$ cat config.mk
export PLATFORM = sky130hd
export DESIGN_NAME = alu_result_collector_flat
export DESIGN_NICKNAME = d
export VERILOG_FILES = /design/src/rtl/alu_result_collector_if.sv /design/src/rtl/alu_result_collector.sv /design/src/flat_wrapper.sv
export SDC_FILE = /design/constraint.sdc
export NUM_CORES = 1
export LEC_CHECK = 0
export CAP_MARGIN = 20
export CORE_MARGIN = 2
export CORE_UTILIZATION = 43
export CTS_CLUSTER_SIZE = 40
export DETAILED_ROUTE_END_ITERATION = 16
export PLACE_DENSITY = 0.91
export SLEW_MARGIN = 10
export SYNTH_ARGS = -nofsm -noshare
export SYNTH_HDL_FRONTEND = slang
export SYNTH_SLANG_ARGS = --single-unit
$ cat constraint.sdc
create_clock -name CLK -period 2.5 [get_ports CLK]
set_input_delay 0.25 -clock CLK [delete_from_list [all_inputs] [get_ports CLK]]
set_output_delay 0.25 -clock CLK [all_outputs]
set_load 0.01 [all_outputs]
$ cat src/rtl/alu_result_collector_if.sv
// ---------------------------------------------------------------------------
// alu_result_collector_if
//
// Bundles the signals between the ALU sub-units and alu_result_collector.
//   master : ALU side. Drives ALU_EN/ALU_FUN/UNIT_OUT/UNIT_DONE and observes
//            the registered result.
//   slave  : the collector. Samples the unit bus and drives
//            ALU_OUT/OUT_VALID/BUSY/TIMEOUT_ERR.
//
// Handshake: ALU_EN is a one-cycle start strobe and is only honoured while
// the collector is idle (BUSY low). There is no back-pressure. OUT_VALID is a
// one-cycle pulse; the consumer must take ALU_OUT in that cycle.
//
// Optional macro ALU_OUT_PARITY_EN adds OUT_PARITY (even parity of ALU_OUT).
// ---------------------------------------------------------------------------
interface alu_result_collector_if #(
  parameter int WIDTH     = 16,
  parameter int NUM_UNITS = 4,
  parameter int SEL_WIDTH = 2
);
  logic                       ALU_EN;
  logic [SEL_WIDTH-1:0]       ALU_FUN;
  logic [NUM_UNITS*WIDTH-1:0] UNIT_OUT;
  logic [NUM_UNITS-1:0]       UNIT_DONE;
  logic [WIDTH-1:0]           ALU_OUT;
  logic                       OUT_VALID;
  logic                       BUSY;
  logic                       TIMEOUT_ERR;
`ifdef ALU_OUT_PARITY_EN
  logic                       OUT_PARITY;
`endif

  modport master (
    output ALU_EN, ALU_FUN, UNIT_OUT, UNIT_DONE,
    input  ALU_OUT, OUT_VALID, BUSY, TIMEOUT_ERR
`ifdef ALU_OUT_PARITY_EN
    , input OUT_PARITY
`endif
  );

  modport slave (
    input  ALU_EN, ALU_FUN, UNIT_OUT, UNIT_DONE,
    output ALU_OUT, OUT_VALID, BUSY, TIMEOUT_ERR
`ifdef ALU_OUT_PARITY_EN
    , output OUT_PARITY
`endif
  );
endinterface

$ cat src/rtl/alu_result_collector.sv
// ---------------------------------------------------------------------------
// alu_result_collector
//
// Collects the result of one of NUM_UNITS ALU sub-units. On a start strobe
// the selected unit's result is registered at once if its done flag is
// already high; otherwise the select is latched and the block waits for that
// unit's done flag. A watchdog ends the wait after TIMEOUT cycles with a zero
// result and a TIMEOUT_ERR pulse. Illegal selects return zero immediately.
//
// Ports:
//   CLK       : clock, rising edge
//   RST       : asynchronous active-low reset
//   bus       : alu_result_collector_if.slave (unit bus in, result out)
//   dbg_state : current FSM state (0 = IDLE, 1 = WAIT)
//
// Optional macro ALU_OUT_PARITY_EN: adds registered even parity OUT_PARITY.
// ---------------------------------------------------------------------------
module alu_result_collector #(
  parameter int WIDTH     = 16,
  parameter int NUM_UNITS = 4,
  parameter int SEL_WIDTH = 2,
  parameter int TIMEOUT   = 15,
  parameter int TO_WIDTH  = 4
) (
  input  logic                   CLK,
  input  logic                   RST,
  alu_result_collector_if.slave  bus,
  output logic                   dbg_state
);

  localparam logic ST_IDLE = 1'b0;
  localparam logic ST_WAIT = 1'b1;

  // Selects are padded to a power of two so any ALU_FUN value indexes safely.
  localparam int SEL_SPAN = 2 ** SEL_WIDTH;
  localparam logic [TO_WIDTH-1:0] TO_LAST = TO_WIDTH'(TIMEOUT - 1);

  function automatic logic [SEL_SPAN-1:0] legal_mask();
    logic [SEL_SPAN-1:0] m;
    for (int k = 0; k < SEL_SPAN; k++) m[k] = (k < NUM_UNITS);
    return m;
  endfunction

  localparam logic [SEL_SPAN-1:0] LEGAL = legal_mask();

  logic                 state_q, state_d;
  logic [SEL_WIDTH-1:0] sel_q, sel_d;
  logic [TO_WIDTH-1:0]  cnt_q, cnt_d;
  logic [WIDTH-1:0]     out_q, out_d;
  logic                 valid_q, valid_d;
  logic                 busy_q, busy_d;
  logic                 terr_q, terr_d;

  logic [SEL_SPAN-1:0]  done_pad;
  logic [WIDTH-1:0]     slice [SEL_SPAN];

  always_comb begin
    done_pad = '0;
    done_pad[NUM_UNITS-1:0] = bus.UNIT_DONE;
    for (int k = 0; k < SEL_SPAN; k++) slice[k] = '0;
    for (int k = 0; k < NUM_UNITS; k++) slice[k] = bus.UNIT_OUT[k*WIDTH +: WIDTH];
  end

  always_comb begin
    state_d = state_q;
    sel_d   = sel_q;
    cnt_d   = cnt_q;
    out_d   = out_q;
    busy_d  = busy_q;
    valid_d = 1'b0;
    terr_d  = 1'b0;
    case (state_q)
      ST_IDLE: begin
        if (bus.ALU_EN) begin
          if (!LEGAL[bus.ALU_FUN]) begin
            out_d   = '0;
            valid_d = 1'b1;
          end else if (done_pad[bus.ALU_FUN]) begin
            out_d   = slice[bus.ALU_FUN];
            valid_d = 1'b1;
          end else begin
            sel_d   = bus.ALU_FUN;
            cnt_d   = '0;
            state_d = ST_WAIT;
            busy_d  = 1'b1;
          end
        end
      end
      ST_WAIT: begin
        // Done wins over the watchdog in the same cycle.
        if (done_pad[sel_q]) begin
          out_d   = slice[sel_q];
          valid_d = 1'b1;
          state_d = ST_IDLE;
          busy_d  = 1'b0;
        end else if (cnt_q == TO_LAST) begin
          out_d   = '0;
          valid_d = 1'b1;
          terr_d  = 1'b1;
          state_d = ST_IDLE;
          busy_d  = 1'b0;
        end else begin
          cnt_d = cnt_q + TO_WIDTH'(1);
        end
      end
      default: begin
        state_d = ST_IDLE;
        busy_d  = 1'b0;
      end
    endcase
  end

  always_ff @(posedge CLK or negedge RST) begin
    if (!RST) begin
      state_q <= ST_IDLE;
      sel_q   <= '0;
      cnt_q   <= '0;
      out_q   <= '0;
      valid_q <= 1'b0;
      busy_q  <= 1'b0;
      terr_q  <= 1'b0;
    end else begin
      state_q <= state_d;
      sel_q   <= sel_d;
      cnt_q   <= cnt_d;
      out_q   <= out_d;
      valid_q <= valid_d;
      busy_q  <= busy_d;
      terr_q  <= terr_d;
    end
  end

  assign bus.ALU_OUT     = out_q;
  assign bus.OUT_VALID   = valid_q;
  assign bus.BUSY        = busy_q;
  assign bus.TIMEOUT_ERR = terr_q;
  assign dbg_state       = state_q;

`ifdef ALU_OUT_PARITY_EN
  logic parity_q, parity_d;

  // Follows the next ALU_OUT value, so a zero (timeout/illegal) result gives 0.
  always_comb parity_d = ^out_d;

  always_ff @(posedge CLK or negedge RST) begin
    if (!RST) parity_q <= 1'b0;
    else      parity_q <= parity_d;
  end

  assign bus.OUT_PARITY = parity_q;
`endif

endmodule

$ cat src/flat_wrapper.sv
// flat-port wrapper written by rule: the top's interface ports become plain ports
module alu_result_collector_flat 
#(
  parameter int WIDTH     = 16,
  parameter int NUM_UNITS = 4,
  parameter int SEL_WIDTH = 2,
  parameter int TIMEOUT   = 15,
  parameter int TO_WIDTH  = 4
)
  (CLK, RST, dbg_state, bus_ALU_EN, bus_ALU_FUN, bus_UNIT_OUT, bus_UNIT_DONE, bus_ALU_OUT, bus_OUT_VALID, bus_BUSY, bus_TIMEOUT_ERR);
  alu_result_collector_if #(.WIDTH(WIDTH), .NUM_UNITS(NUM_UNITS), .SEL_WIDTH(SEL_WIDTH)) bus_i ();
  input  logic CLK;
  input  logic RST;
  output logic dbg_state;
  input wire logic [$bits(bus_i.ALU_EN)-1:0] bus_ALU_EN;
  input wire logic [$bits(bus_i.ALU_FUN)-1:0] bus_ALU_FUN;
  input wire logic [$bits(bus_i.UNIT_OUT)-1:0] bus_UNIT_OUT;
  input wire logic [$bits(bus_i.UNIT_DONE)-1:0] bus_UNIT_DONE;
  output wire logic [$bits(bus_i.ALU_OUT)-1:0] bus_ALU_OUT;
  output wire logic [$bits(bus_i.OUT_VALID)-1:0] bus_OUT_VALID;
  output wire logic [$bits(bus_i.BUSY)-1:0] bus_BUSY;
  output wire logic [$bits(bus_i.TIMEOUT_ERR)-1:0] bus_TIMEOUT_ERR;
  assign bus_i.ALU_EN = bus_ALU_EN;
  assign bus_i.ALU_FUN = bus_ALU_FUN;
  assign bus_i.UNIT_OUT = bus_UNIT_OUT;
  assign bus_i.UNIT_DONE = bus_UNIT_DONE;
  assign bus_ALU_OUT = bus_i.ALU_OUT;
  assign bus_OUT_VALID = bus_i.OUT_VALID;
  assign bus_BUSY = bus_i.BUSY;
  assign bus_TIMEOUT_ERR = bus_i.TIMEOUT_ERR;
  alu_result_collector #(.WIDTH(WIDTH), .NUM_UNITS(NUM_UNITS), .SEL_WIDTH(SEL_WIDTH), .TIMEOUT(TIMEOUT), .TO_WIDTH(TO_WIDTH)) u_core (.CLK(CLK), .RST(RST), .bus(bus_i), .dbg_state(dbg_state));
endmodule
==> impl_metrics.yaml, run 1 <==
synthesis:
  ys_ff_latch: 26
  synth_xor_area_share_pct: 0.407
  synth_top_family_by_area: "multiplexers"
  synthAdderAreaFrac_pct: 1.16
  yosysMostFrequentCell: "mux2_2"
  synth_edf_count: 0
  synthSimpleGateAreaFrac_pct: 3.95
  synth.avg_cell_area_um2: 12.3
  yosys.area.top_type_share_pct: 30.2
  synth_cell_type_count: 29
  seq_area_frac_synth_pct: 30.2
  synthFlopType: "dfrtp_1"
  synth_area_leaders: "dfrtp_1, mux4_2, mux2_2, mux2i_1, a222oi_1"
  synthCells: 175
  synthArstFlopShare_pct: 100
  synthesis.nets: 250
  yosys_warnings: 0
  synthMuxAreaShare_pct: 45.9
  synth.top_cells.by_count: "mux2_2, dfrtp_1, inv_1, mux2i_1, mux4_2"
  syn-cell-area_um2: 2150
  synth_compound_area_share_pct: 10.1
  yosysTopAreaCell: "dfrtp_1"
power_and_ir_drop:
  p_sw_w: 0.000993
  p_per_area_nw_per_um2: 844
  ir_drop_mv: 0.385
  p_leak_nw: 1.29
  p_int_w: 0.00170
  pwr-share-comb_pct: 62.7
  p_clk_share_pct: 8.9
  power_frac_seq_pct: 28.4
  p_sw_share_pct: 36.9
cts:
  htree_levels: 1
  clk_pin_slew_ps: 90
  root_buffer: "clkbuf_8"
  cts_hold_buf: 0
  cts_max_path_buffers: 2
  numCtsBuffers: 3
  clk_latency_ps: 270
  cts_sinks: 26
  cts_tree: "done"
  cts_resized: 0
  postCtsSetupRepairBufs: 0
worst_setup_path:
  crit_fanout: 5
  critical_path_class: "in -> reg"
  regToRegSetupSlack_ps: 460
  crit_path_start_kind: "primary input"
  r2r_end: "u_core.bus.ALU_OUT[5]$_DFFE_PN0P_"
  required_ps: 2660
  cp-end-kind: "flop"
  regToRegStartpoint: "u_core.sel_q[0]$_DFFE_PN0P_"
  reg2regPathDepth: 5
  cp_data_arrival_time_ps: 2250
timing:
  slew_headroom_pct: 48.9
  fmax_ghz: 0.480
  rsz0062_at_grt: "false"
  tns_ps: 0
  timing.final.max_slew_violations: 0
  worst_slew_pin_slew_ps: 763
  fin_skew_ps: 3.72
  finalSetupViolations: 0
  period_minus_slack_ps: 2080
  hold_violations: 0
  period_share_pct: 83.3
floorplan:
  dieWidth_um: 74.7
  rows: 25
  fp.dieH_um: 74.7
  num_io_pins: 93
  dieArea_um2: 5590
  start_util_pct: 45.0
  core_um2: 4790
cells_and_area:
  num_antenna_cells: 0
  syn2layout_area_growth_pct: 48.1
  drive_above_1_share_pct: 25.6
  final_nets: 343
  final_area_um2: 3190
  final_cells: 333
routing:
  drt_wl_total_um: 5930
  detail-route-antenna-nets: 0
  drc: 0
  vias_per_cell: 5.79
  wl_per_cell_um: 17.8
  drtIter0Drc: 144
  dr.pass1.iters: 6
  vias: 1929
global_routing:
  grt_usage_pct: 20.7
  grt_pass1_vias: 1907
  grt_pass1_wl_um: 9010
  grt_max_degree: 27
  grt_overflow_total: 0
  antenna_found_initial: 0
placed_design:
  hpwl_um: 4470
  finalWeightedCongestion: 0.793
  port-buffer-count: 92
  placed_area_um2: 3150
  dp_cells: 330
run_status:
  status: "finished, final reports clean"
min_path:
  hold_path.class: "in -> async"
run:
  cap_violations: 0
[worst max path at each step]
stage                           startpoint                            endpoint  slack, ps
2_1_floorplan  u_core.sel_q[0]$_DFFE_PN0P_  u_core.bus.ALU_OUT[10]$_DFFE_PN0P_        560
3_3_place_gp                bus_ALU_FUN[0]         u_core.cnt_q[0]$_DFFE_PN0P_        170
3_5_place_dp                bus_ALU_FUN[0]  u_core.bus.ALU_OUT[12]$_DFFE_PN0P_        100
4_1_cts                     bus_ALU_FUN[0]  u_core.bus.ALU_OUT[12]$_DFFE_PN0P_        400
5_1_grt                     bus_ALU_FUN[0]  u_core.bus.ALU_OUT[12]$_DFFE_PN0P_        300
6_report                    bus_ALU_FUN[0]         u_core.cnt_q[0]$_DFFE_PN0P_        420
[per-stage QoR]
step / power, W / util (%) / hold WS, ps / setup slack, ps
finish: 0.00269 / 66.6 / 359 / 417
global route: 0.00287 / 66.6 / 383 / 297
CTS: 0.00271 / 66.6 / 376 / 401
detailed placement: 0.00247 / 65.7 / 511 / 99.1
global placement: 0.00239 / 65.3 / 505 / 174
floorplan: 0.00182 / - / -45.6 / 555
[cell families (layout without fill, tap and decap cells)]
group           Yosys count  in the layout
compound gates           24             24
simple gates             15             15
fa+ha+maj                 2              2
buf+inv                  35            126
xor+xnor                  1              1
mux                      72             72
flops                    26             26
[worst max-delay path: stages]
cell             delay, ps
clkdlybuf4s50_1        510
mux4_2                 500
or3b_2                 510
and2_0                 260
a21o_1                 210
[sequential cells by signal, indices dropped and copies added (netlist names)]
register                count
u_core.bus.ALU_OUT         16
u_core.cnt_q                4
u_core.sel_q                2
u_core.bus.BUSY             1
u_core.bus.OUT_VALID        1
u_core.bus.TIMEOUT_ERR      1
u_core.dbg_state            1
[cell usage in the layout, fill, tap and decap left out, drive strengths merged, types with 2 or more instances in the layout]
cell / netlist / final
a21oi: 2 / 2
a222oi: 16 / 16
buf: 9 / 10
clkbuf: 3 / 3
clkdlybuf4s50: 0 / 92
dfrtp: 26 / 26
ha: 2 / 2
inv: 21 / 21
mux2: 34 / 34
mux2i: 20 / 20
mux4: 18 / 18
nand2: 2 / 2
nor2: 4 / 4
nor3: 2 / 2
nor3b: 2 / 2
o2bb2ai: 3 / 3
[metal layers]
layer	GRT usage, %	vias up	part of all wire (%)
met4	3.97	0	0.62
met2	37.2	87	51
met5	0	-	0
met1	27.1	963	41
li1	-	875	-
met3	2.68	4	7.5
[layout make-up]
type,count,area (um^2)
Multi-Input combinational cell,114,1330
Inverter,21,78.8
Clock buffer,3,41.3
Timing Repair Buffer,102,1000
Sequential cell,26,651
Tap cell,67,83.8
Fill cell,377,1600
[power by group through the flow]
stage	sequential, W	combinational [W]	clock, W
4_1_cts	0.000764	0.00170	0.000244
6_report	0.000764	0.00169	0.000239
5_1_grt	0.000788	0.00182	0.000260
3_3_place_gp	0.000763	0.00163	0
3_5_place_dp	0.000769	0.00170	0
2_1_floorplan	0.000810	0.00101	0
(Power assumes the default switching activity.)
==> run 2, diff against run 1 <==
--- a/config.mk
+++ b/config.mk
@@ -7,10 +7,10 @@
 export LEC_CHECK = 0
 export CAP_MARGIN = 20
 export CORE_MARGIN = 2
-export CORE_UTILIZATION = 43
+export CORE_UTILIZATION = 39
 export CTS_CLUSTER_SIZE = 40
 export DETAILED_ROUTE_END_ITERATION = 16
-export PLACE_DENSITY = 0.91
+export PLACE_DENSITY = 0.88
 export SLEW_MARGIN = 10
 export SYNTH_ARGS = -nofsm -noshare
 export SYNTH_HDL_FRONTEND = slang
==> constraint.sdc (replaced) <==
create_clock -name CLK -period 1.9 [get_ports CLK]
set_input_delay 0.19 -clock CLK [delete_from_list [all_inputs] [get_ports CLK]]
set_output_delay 0.19 -clock CLK [all_outputs]
set_load 0.01 [all_outputs]
==> impl_metrics.yaml, run 2 (same netlist as run 1, synthesis figures left out) <==
floorplan:
  fp.dieH_um: 78.3
  dieArea_um2: 6130
  dieWidth_um: 78.3
  start_util_pct: 39.8
  num_io_pins: 93
  core_um2: 5410
  rows: 27
worst_setup_path:
  cp_data_arrival_time_ps: 2050
  crit_path_start_kind: "flop"
  required_ps: 2060
  critical_path_class: "reg -> reg"
  crit_fanout: 5
  crit_start: "u_core.sel_q[0]$_DFFE_PN0P_"
  regToRegStartpoint: "u_core.sel_q[0]$_DFFE_PN0P_"
  cp-end-kind: "flop"
timing:
  timing.final.max_slew_violations: 0
  tns_ps: 0
  fmax_ghz: 0.529
  slew_headroom_pct: 51.3
  period_minus_slack_ps: 1890
  hold_violations: 0
  holdWs_ps: 274
  worst_slew_pin_slew_ps: 728
  rsz0062_at_grt: "true"
  period_share_pct: 99.6
  fin_skew_ps: 3.09
  fin_ws_ps: 8.23
  finalSetupViolations: 0
placed_design:
  place_ws_ps: -367
  hpwl_um: 4670
  finalWeightedCongestion: 0.762
  dp_cells: 345
  port-buffer-count: 92
cts:
  root_buffer: "clkbuf_8"
  clk_latency_ps: 280
  cts_sinks: 26
  numCtsBuffers: 3
  clk_pin_slew_ps: 90
  cts_hold_buf: 0
  cts_max_path_buffers: 2
  htree_levels: 1
  cts_tree: "done"
run:
  cap_violations: 0
power_and_ir_drop:
  ir_drop_mv: 0.492
  p_sw_share_pct: 35.9
  p_int_w: 0.00248
  p_leak_nw: 1.38
  power_frac_seq_pct: 26.2
  p_sw_w: 0.00139
  p_clk_share_pct: 12.2
  pwr-share-comb_pct: 61.5
  p_per_area_nw_per_um2: 1160
cells_and_area:
  num_antenna_cells: 0
  largest_reg_flops: 16
  final_cells: 351
  post-route-util_pct: 61.9
  layout_commonest_cell: "clkdlybuf4s50_1"
  fill_cells: 437
  drive_above_1_share_pct: 29.7
  syn2layout_area_growth_pct: 55.6
  multi_input_area_um2: 1350
  layout_common_cells: "clkdlybuf4s50_1, mux2_2, dfrtp_1"
  regArea_um2: 651
  final_nets: 355
routing:
  drc: 0
  dr.pass1.iters: 5
  detail-route-antenna-nets: 0
  drtIter0Drc: 158
  vias: 1962
  drt_wl_total_um: 6350
  wl_per_cell_um: 18.1
  vias_per_cell: 5.59
global_routing:
  grt_max_degree: 27
  antenna_found_initial: 0
  grt_usage_pct: 20.6
  grt_overflow_total: 0
  grt_pass1_wl_um: 9840
  grt_pass1_vias: 2080
run_status:
  status: "finished, final reports clean"
min_path:
  hold_path.class: "in -> async"
-- run 2: per-layer routing --
metal | up-vias | track usage [%] | wire length, um
li1 | 899 | - | -
met1 | 958 | 23.6 | 2450
met2 | 95 | 38.9 | 3290
met3 | 10 | 4.14 | 530
met4 | 0 | 5.44 | 77
met5 | - | 0 | 0
-- run 2: power by group through the flow --
stage          registers [W]  logic [W]  clock network [W]
2_1_floorplan        0.00107    0.00133                  0
3_3_place_gp         0.00101    0.00224                  0
3_5_place_dp         0.00102    0.00230                  0
4_1_cts              0.00101    0.00233           0.000473
5_1_grt              0.00104    0.00257           0.000491
6_report             0.00102    0.00238           0.000473
-- run 2: worst max-delay path, stage by stage, from the launching register on --
cell and delay, ps:
dfrtp_1 390, mux4_2 540, or3_4 370, o21a_4 150
buf_2 180, mux2i_1 130
-- run 2: layout make-up --
cell class | instances | area share, %
multi-input combinational | 114 | 40.2
tap | 72 | 2.69
sequential | 26 | 19.4
inverter | 21 | 2.35
clock inverter | 1 | 0.897
clock buffer | 3 | 1.23
timing repair buffer | 114 | 33.2
-- run 2: what timing repair did --
action | 4_1_cts | 5_1_grt
setup endpoints to repair | 23 | 16
resized for setup | 4 | 2
cloned | 0 | 1
setup buffers | 0 | 1
-- run 2: per-stage QoR --
stage / instance area (um^2) / total power [W]
after floorplan: 2150 / 0.00240
after global placement: 3240 / 0.00325
after detailed placement: 3240 / 0.00332
after CTS: 3320 / 0.00382
after global routing: 3350 / 0.00410
final: 3350 / 0.00387
-- run 2: worst paths after layout --
kind                       depth (start not counted)                            endpoint  slack [ps]
min reg2reg                                        2         u_core.bus.BUSY$_DFFE_PN0P_         520
min                                                2   u_core.bus.ALU_OUT[5]$_DFFE_PN0P_         270
max                                                5   u_core.bus.ALU_OUT[7]$_DFFE_PN0P_           8
min in group CLK                                   2         u_core.bus.BUSY$_DFFE_PN0P_         520
max in group asynchronous                          2  u_core.bus.ALU_OUT[12]$_DFFE_PN0P_        1370
max reg2reg                                        5   u_core.bus.ALU_OUT[7]$_DFFE_PN0P_           8
